[config.mk]
export PLATFORM = sky130hd
export DESIGN_NAME = hidden_cpu_core_flat
export DESIGN_NICKNAME = d
export VERILOG_FILES = /design/src/rtl/hidden_cpu_core_if.sv /design/src/rtl/hidden_cpu_core.sv /design/src/flat_wrapper.sv
export SDC_FILE = /design/constraint.sdc
export NUM_CORES = 2
export LEC_CHECK = 0
export CORE_AREA = 10 10 541 543
export CTS_BUF_LIST = sky130_fd_sc_hd__clkbuf_8
export DETAILED_ROUTE_END_ITERATION = 10
export DIE_AREA = 0 0 551 553
export GPL_TIMING_DRIVEN = 1
export PLACE_DENSITY = 0.75
export SLEW_MARGIN = 20
export SYNTH_ARGS = -nofsm -noshare
export SYNTH_HDL_FRONTEND = slang
export SYNTH_SLANG_ARGS = --single-unit
[constraint.sdc]
create_clock -name clk -period 20 [get_ports clk]
set_input_delay 4 -clock clk [delete_from_list [all_inputs] [get_ports clk]]
set_output_delay 4 -clock clk [all_outputs]
set_load 0.02 [all_outputs]
[src/rtl/hidden_cpu_core_if.sv]
// Instruction handshake bundle between an instruction source and hidden_cpu_core.
//   instr_valid : source holds a valid instruction on instr
//   instr       : {op[7:6], rd[5:4], rs[3:2], fn[1:0]}
//   instr_ready : core accepts instr this cycle; fire = instr_valid & instr_ready
// master modport: instruction source; slave modport: the core.
interface hidden_cpu_core_if;
  logic       instr_valid;
  logic [7:0] instr;
  logic       instr_ready;

  modport master (
    output instr_valid,
    output instr,
    input  instr_ready
  );

  modport slave (
    input  instr_valid,
    input  instr,
    output instr_ready
  );
endinterface

[src/rtl/hidden_cpu_core.sv]
// Hidden CPU core: four DATA_W-bit GPRs, carry flag, PC_W-bit program counter and a banked
// single-port data RAM. Executes one externally supplied 8-bit instruction per accepted
// handshake. After reset the RAM is zeroed one word per cycle before instructions are taken.
// Ports:
//   clk, rst_n : clock (rising edge) and asynchronous active-low reset
//   instr_if   : slave side of the instruction valid/ready handshake
//   dout       : r3, or the program counter when the view bit is set
//   carry      : carry flag
module hidden_cpu_core #(
  parameter int unsigned DATA_W = 8,
  parameter int unsigned PC_W   = 8,
  parameter int unsigned RAM_AW = 9
) (
  input  logic               clk,
  input  logic               rst_n,
  hidden_cpu_core_if.slave   instr_if,
  output logic [DATA_W-1:0]  dout,
  output logic               carry
);

  localparam int unsigned BankW = RAM_AW - DATA_W;
  localparam int unsigned Depth = 1 << RAM_AW;

  typedef enum logic [1:0] {StClear, StRun, StLdWait} state_e;

  state_e              state_q, state_d;
  logic [DATA_W-1:0]   gpr_q [4];
  logic [DATA_W-1:0]   gpr_d [4];
  logic                carry_q, carry_d;
  logic [PC_W-1:0]     pc_q, pc_d;
  logic [BankW-1:0]    bank_q, bank_d;
  logic                view_q, view_d;
  logic [RAM_AW-1:0]   clr_addr_q, clr_addr_d;
  logic [1:0]          ld_rd_q, ld_rd_d;

  logic [DATA_W-1:0]   mem_q [Depth];
  logic [DATA_W-1:0]   ram_rdata_q;
  logic                ram_we, ram_re;
  logic [RAM_AW-1:0]   ram_addr;
  logic [DATA_W-1:0]   ram_wdata;

  // Instruction decode
  logic [1:0]          op, rd_idx, rs_idx, fn;
  logic [DATA_W-1:0]   rd_val, rs_val;
  logic                fire, is_ld;
  logic [DATA_W:0]     add_w, sub_w;
  logic [DATA_W:0]     cin_w;

  assign op     = instr_if.instr[7:6];
  assign rd_idx = instr_if.instr[5:4];
  assign rs_idx = instr_if.instr[3:2];
  assign fn     = instr_if.instr[1:0];
  assign rd_val = gpr_q[rd_idx];
  assign rs_val = gpr_q[rs_idx];
  assign fire   = instr_if.instr_valid && (state_q == StRun);
  assign is_ld  = (op == 2'b11) && (fn == 2'b00);

  // Only ADC/SBC consume the incoming carry; CMPA/CMP use the plain sum/difference.
  assign cin_w  = {{DATA_W{1'b0}}, carry_q & (fn == 2'b01)};
  assign add_w  = {1'b0, rd_val} + {1'b0, rs_val} + cin_w;
  // Top bit of the (DATA_W+1)-bit difference is the borrow.
  assign sub_w  = {1'b0, rd_val} - {1'b0, rs_val} - cin_w;

  // State register
  always_ff @(posedge clk or negedge rst_n) begin
    if (!rst_n) begin
      state_q    <= StClear;
      gpr_q[0]   <= DATA_W'(0);
      gpr_q[1]   <= DATA_W'(1);
      gpr_q[2]   <= DATA_W'(2);
      gpr_q[3]   <= DATA_W'(3);
      carry_q    <= 1'b0;
      pc_q       <= '0;
      bank_q     <= '0;
      view_q     <= 1'b0;
      clr_addr_q <= '0;
      ld_rd_q    <= '0;
    end else begin
      state_q    <= state_d;
      gpr_q      <= gpr_d;
      carry_q    <= carry_d;
      pc_q       <= pc_d;
      bank_q     <= bank_d;
      view_q     <= view_d;
      clr_addr_q <= clr_addr_d;
      ld_rd_q    <= ld_rd_d;
    end
  end

  // Single-port synchronous RAM, no reset; contents come from the clear sequence.
  always_ff @(posedge clk) begin
    if (ram_we) begin
      mem_q[ram_addr] <= ram_wdata;
    end
    if (ram_re) begin
      ram_rdata_q <= mem_q[ram_addr];
    end
  end

  // Next state
  always_comb begin
    state_d = state_q;
    unique case (state_q)
      StClear:  if (clr_addr_q == {RAM_AW{1'b1}}) state_d = StRun;
      StRun:    if (fire && is_ld) state_d = StLdWait;
      StLdWait: state_d = StRun;
      default:  state_d = StClear;
    endcase
  end

  // Datapath next values
  always_comb begin
    gpr_d      = gpr_q;
    carry_d    = carry_q;
    pc_d       = pc_q;
    bank_d     = bank_q;
    view_d     = view_q;
    clr_addr_d = clr_addr_q;
    ld_rd_d    = ld_rd_q;
    ram_we     = 1'b0;
    ram_re     = 1'b0;
    ram_addr   = {bank_q, rs_val};
    ram_wdata  = rd_val;

    unique case (state_q)
      StClear: begin
        ram_we     = 1'b1;
        ram_addr   = clr_addr_q;
        ram_wdata  = '0;
        clr_addr_d = clr_addr_q + RAM_AW'(1);
      end
      StLdWait: begin
        gpr_d[ld_rd_q] = ram_rdata_q;
      end
      StRun: begin
        if (fire) begin
          pc_d = pc_q + PC_W'(1);
          unique case (op)
            2'b00: begin
              unique case (fn)
                2'b00, 2'b01: begin
                  gpr_d[rd_idx] = add_w[DATA_W-1:0];
                  carry_d       = add_w[DATA_W];
                end
                2'b10: carry_d = add_w[DATA_W];
                2'b11: begin
                  gpr_d[rd_idx] = {rd_val[DATA_W-2:0], 1'b0};
                  carry_d       = rd_val[DATA_W-1];
                end
                default: ;
              endcase
            end
            2'b01: begin
              unique case (fn)
                2'b00, 2'b01: begin
                  gpr_d[rd_idx] = sub_w[DATA_W-1:0];
                  carry_d       = sub_w[DATA_W];
                end
                2'b10: carry_d = sub_w[DATA_W];
                2'b11: begin
                  gpr_d[rd_idx] = {1'b0, rd_val[DATA_W-1:1]};
                  carry_d       = rd_val[0];
                end
                default: ;
              endcase
            end
            2'b10: begin
              unique case (fn)
                2'b00:   gpr_d[rd_idx] = rd_val & rs_val;
                2'b01:   gpr_d[rd_idx] = rd_val | rs_val;
                2'b10:   gpr_d[rd_idx] = rd_val ^ rs_val;
                default: gpr_d[rd_idx] = rs_val;
              endcase
            end
            default: begin
              unique case (fn)
                2'b00: begin
                  ram_re  = 1'b1;
                  ld_rd_d = rd_idx;
                end
                2'b01: ram_we = 1'b1;
                2'b10: if (carry_q) pc_d = pc_q + PC_W'(rs_val);
                default: begin
                  unique case (rd_idx)
                    2'b00:   view_d  = ~view_q;
                    2'b01:   bank_d  = rs_val[BankW-1:0];
                    2'b10:   carry_d = 1'b0;
                    default: ;
                  endcase
                end
              endcase
            end
          endcase
        end
      end
      default: ;
    endcase
  end

  // Outputs depend on registered state only
  always_comb begin
    instr_if.instr_ready = (state_q == StRun);
    dout                 = view_q ? DATA_W'(pc_q) : gpr_q[3];
    carry                = carry_q;
  end

endmodule
[src/flat_wrapper.sv]
// flat-port wrapper written by rule: the top's interface ports become plain ports
module hidden_cpu_core_flat 
#(
  parameter int unsigned DATA_W = 8,
  parameter int unsigned PC_W   = 8,
  parameter int unsigned RAM_AW = 9
)
  (clk, rst_n, dout, carry, instr_if_instr_valid, instr_if_instr, instr_if_instr_ready);
  hidden_cpu_core_if instr_if_i ();
  input  logic clk;
  input  logic rst_n;
  output logic [DATA_W-1:0] dout;
  output logic carry;
  input wire logic [$bits(instr_if_i.instr_valid)-1:0] instr_if_instr_valid;
  input wire logic [$bits(instr_if_i.instr)-1:0] instr_if_instr;
  output wire logic [$bits(instr_if_i.instr_ready)-1:0] instr_if_instr_ready;
  assign instr_if_i.instr_valid = instr_if_instr_valid;
  assign instr_if_i.instr = instr_if_instr;
  assign instr_if_instr_ready = instr_if_i.instr_ready;
  hidden_cpu_core #(.DATA_W(DATA_W), .PC_W(PC_W), .RAM_AW(RAM_AW)) u_core (.clk(clk), .rst_n(rst_n), .instr_if(instr_if_i), .dout(dout), .carry(carry));
endmodule
==> summary.txt <==
Pwr
  – Clk pwr share: approximately a fifth
  – Worst vdd ir: 0.201 mV
  – Leak: 62.6 nW
  – Seq pwr share: 36.3%
  – Pint: about 18 mW
  – Switching Share: between 40% and 50%
  – Combinational power share: between 40% and 50%
  – Pwr Density: between 150 and 200 nW/um^2
  – Switching pwr: around 13 mW
  – Overall power: 30.7 mW

Drt
  – Top routing layer in use: met5
  – Antenna viol nets, final: 0
  – Drt total wl: around 440 mm
  – Met2 Routed Length: 203 mm
  – Via count: ~100k
  – Metal3 WL: 50.8 mm
  – Number of remaining DRC errors: 0
  – DR iter-0 viols: 15.7k
  – Metal1 wirelength: between 150 and 200 mm
  – Wire per inst: 28.0 microns
  – Initial DRT Pass Iterations: 9
  – Vias per std cell: roughly 6.6

Synth
  – Synthesized instance count: 11.4k
  – Syn Area/Cell: 14.7 sq um
  – Ys Warns: 0
  – Top_reg_cell synth: edfxtp_1
  – #FFs+latches synth: roughly 4.2k
  – Yosys top cell area share: 73.3%
  – Top-count cell post-synth: edfxtp_1
  – Share of flip-flops with an asynchronous set or reset: 1.35%
  – Most frequent cells after synthesis: edfxtp_1, nand2_1, a22oi_1, a21oi_1, mux2i_1
  – Sequential area share after synthesis: 74.1%
  – Largest cells by area after synthesis: edfxtp_1, a22oi_1, mux2i_1
  – Cell taking the most area after synthesis: edfxtp_1
  – Post-synth EDFFs: 4104
  – Mapped Area: 168000 sq um
  – Post-synth net total: 11.5k
  – Library cells used by synthesis: 71

STA
  – F_max: 95.7 MHz
  – Rel. slew slack: between 10% and 20%
  – Worst Skew: 0.105 ns
  – Hold Vio Cnt, Final: 0
  – RSZ-0062 raised after global routing: no
  – PnR worst setup slack: 9.55 ns
  – Least-Margin Pin Slew: 1.21 ns
  – Total Neg Setup Slack: 0 ns
  – Tmin final: 10.45 ns
  – Slew Limit Fails: 0
  – Final period utilization: 52.2%
  – Setup violations, final: 0
  – Hold slack final: 0.471 ns

Die
  – Total Die Area: 305000 sq um
  – Die Span Y: 553 microns
  – I/O pin count: 21
  – Starting density of the core: 59.7%
  – CORE AREA: around 280000 sq um
  – Die W: 551 microns
  – Rows: 195

GRT
  – Initial antenna violation count: 18
  – First-pass GRT wire length: 641 mm
  – Largest net degree at the start of global routing: 240
  – Grt total ovfl: 0
  – Number of global-route vias before repair: 99.6k
  – Gr usage total: 27.7%

Cells and area
  – NumNets Final: 11.5k
  – Syn-to-layout area delta: 8.81%
  – Final Instance Count excl. Fillers: between 15k and 20k
  – Filler instances: between 15k and 20k
  – Design Area, Final: between 150000 and 200000 sq um
  – Layout Utilization: 65.0%
  – Share of cells above drive strength 1: 9.19%

Setup path
  – Most used cell, CP: buf_4
  – Setup crit start kind: input port
  – Worst-path maximum fanout: 146
  – Cells along the critical path: clkdlybuf4s50_1 -> mux2i_1 -> a221oi_4 -> buf_4 -> buf_12 -> buf_4 -> buf_4 -> mux4_2 -> a22oi_1 -> a21oi_1 -> nor4_1 -> nand4_1 -> or4_1
  – Worst endpoint required time: 20.95 ns
  – Crit path kind: input port to flop
  – Max stage delay on crit path: ~0.95 ns
  – Crit end category: flop
  – Worst Path Arrival: about 11 ns
  – Slowest cell on crit path: clkdlybuf4s50_1
  – FF-to-FF setup slack: 12.27 ns

Clock network
  – H-Tree Depth: 6
  – Max Root-Sink Buffers: 4
  – Post-cts gate resize count: 0
  – Root Driver: clkbuf_8
  – Total number of clock tree sinks: between 4k and 5k
  – CTS tree: done
  – CTS buffer count: between 600 and 700
  – Setup Buffers After CTS: 0
  – Clk slew on worst S/H paths: 0.06 ns
  – Cts hold-fix bufs: 0
  – Clk_lat worst skew: 1.22 ns

Placed design
  – Port buffer count: 20
  – Placed insts: 14.5k
  – Detailed placement HPWL: 242 mm
  – Pre-CTS WS: 8.53 ns
  – Placed cell area: 171000 sq um
  – RePlAce Congestion: 0.877

Run status
  – Status: completed

Job
  – Total of max-cap violations: 0

Worst hold path
  – Worst hold path class: flop to flop
==> power groups by stage <==
stage / logic, mW / registers (mW) / clock network (mW)
2_1_floorplan: 8.46 / 12.2 / 0
3_3_place_gp: 12.4 / 11.3 / 0
3_5_place_dp: 12.7 / 11.3 / 0
4_1_cts: 12.8 / 11.1 / 6.50
5_1_grt: 13.8 / 11.1 / 6.89
6_report: 13.1 / 11.1 / 6.46
==> final timing paths <==
path,from,end,cells after the start
min in group asynchronous,rst_n,u_core.pc_q[2],2
worst min-delay path,u_core.pc_q[7],u_core.pc_q[7],1
worst max register to register,u_core.state_q[0],u_core.ram_rdata_q[0],15
worst min register to register,u_core.pc_q[7],u_core.pc_q[7],1
max in group asynchronous,rst_n,u_core.clr_addr_q[0],2
worst max-delay path,instr_if_instr[3],u_core.ram_rdata_q[0],13
==> final cells by class <==
class                           count  area (sq um)  area share, %
Inverter                           58           218          0.119
Clock inverter                    473          2490           1.36
Multi-Input combinational cell   6344         39800           21.7
Clock buffer                      655          9010           4.93
Timing Repair Buffer              224          2140           1.17
Antenna cell                       17          42.5         0.0232
Sequential cell                  4160        125000           68.1
Tap cell                         3743          4680           2.56
==> routing by layer <==
layer  vias to the layer above  GRT usage (%)
met2                      7001           42.6
met4                         6           12.4
li1                      44300              -
met5                         -              0
met1                     51300           38.1
met3                      1143           6.26
==> registers in the layout (all words and copies together) (netlist names) <==
| register | count |
|---|---|
| u_core.bank_q | 1 |
| u_core.ld_rd_q | 2 |
| u_core.pc_q | 8 |
| u_core.gpr_q | 32 |
| u_core.state_q | 2 |
| u_core.mem_q | 4096 |
| u_core.view_q | 1 |
| u_core.ram_rdata_q | 8 |
| u_core.clr_addr_q | 9 |
| u_core.carry | 1 |
==> layout by cell type (no fill, tap or decap), types with 12 or more instances in the layout <==
cell type,Yosys,routed
clkinv_2,0,39
edfxtp_1,4104,4104
nand4_1,12,12
a21oi_1,1210,1209
nand2_4,0,16
inv_8,0,14
clkinv_1,0,140
a22oi_1,1350,1350
nor4_1,50,41
nand2_1,1420,1404
xnor2_1,17,17
ha_1,46,44
mux4_2,36,36
nor2_1,603,591
buf_12,0,28
diode_2,0,17
nand3_1,190,190
inv_12,0,14
a31oi_1,45,44
inv_1,58,292
mux2i_1,909,907
nand2b_1,21,21
a32oi_1,18,18
nor3_1,13,12
o22ai_1,24,24
a311oi_1,29,29
clkbuf_8,0,655
nor2_4,0,12
mux2_2,18,18
buf_4,45,171
and3_1,39,39
clkdlybuf4s50_1,0,19
a211oi_1,13,12
o21ai_0,115,114
nor2b_1,13,13
dfrtp_1,52,52
==> worst max-delay path: cells and delay by family <==
kind / cells / cell delay, ns
AO/OA/AOI/OAI: 3 / 0.92
buffers and inverters: 5 / 3.51
multiplexers: 2 / 0.93
AND/OR/NAND/NOR: 3 / 1.68
==> cell families after synthesis <==
| kind of cell | count (synthesis) | share of synthesized area [%] |
|---|---|---|
| AOI/OAI and AO/OA | 2910 | 11.1 |
| xor gates and xnor gates | 22 | 0.115 |
| adders and majority gates | 51 | 0.402 |
| buffers and inverters | 923 | 2.50 |
| DFF | 4160 | 74.1 |
| muxes | 967 | 6.05 |
| and+or+nand+nor | 2394 | 5.76 |
Power figures use the tool's default switching activity.
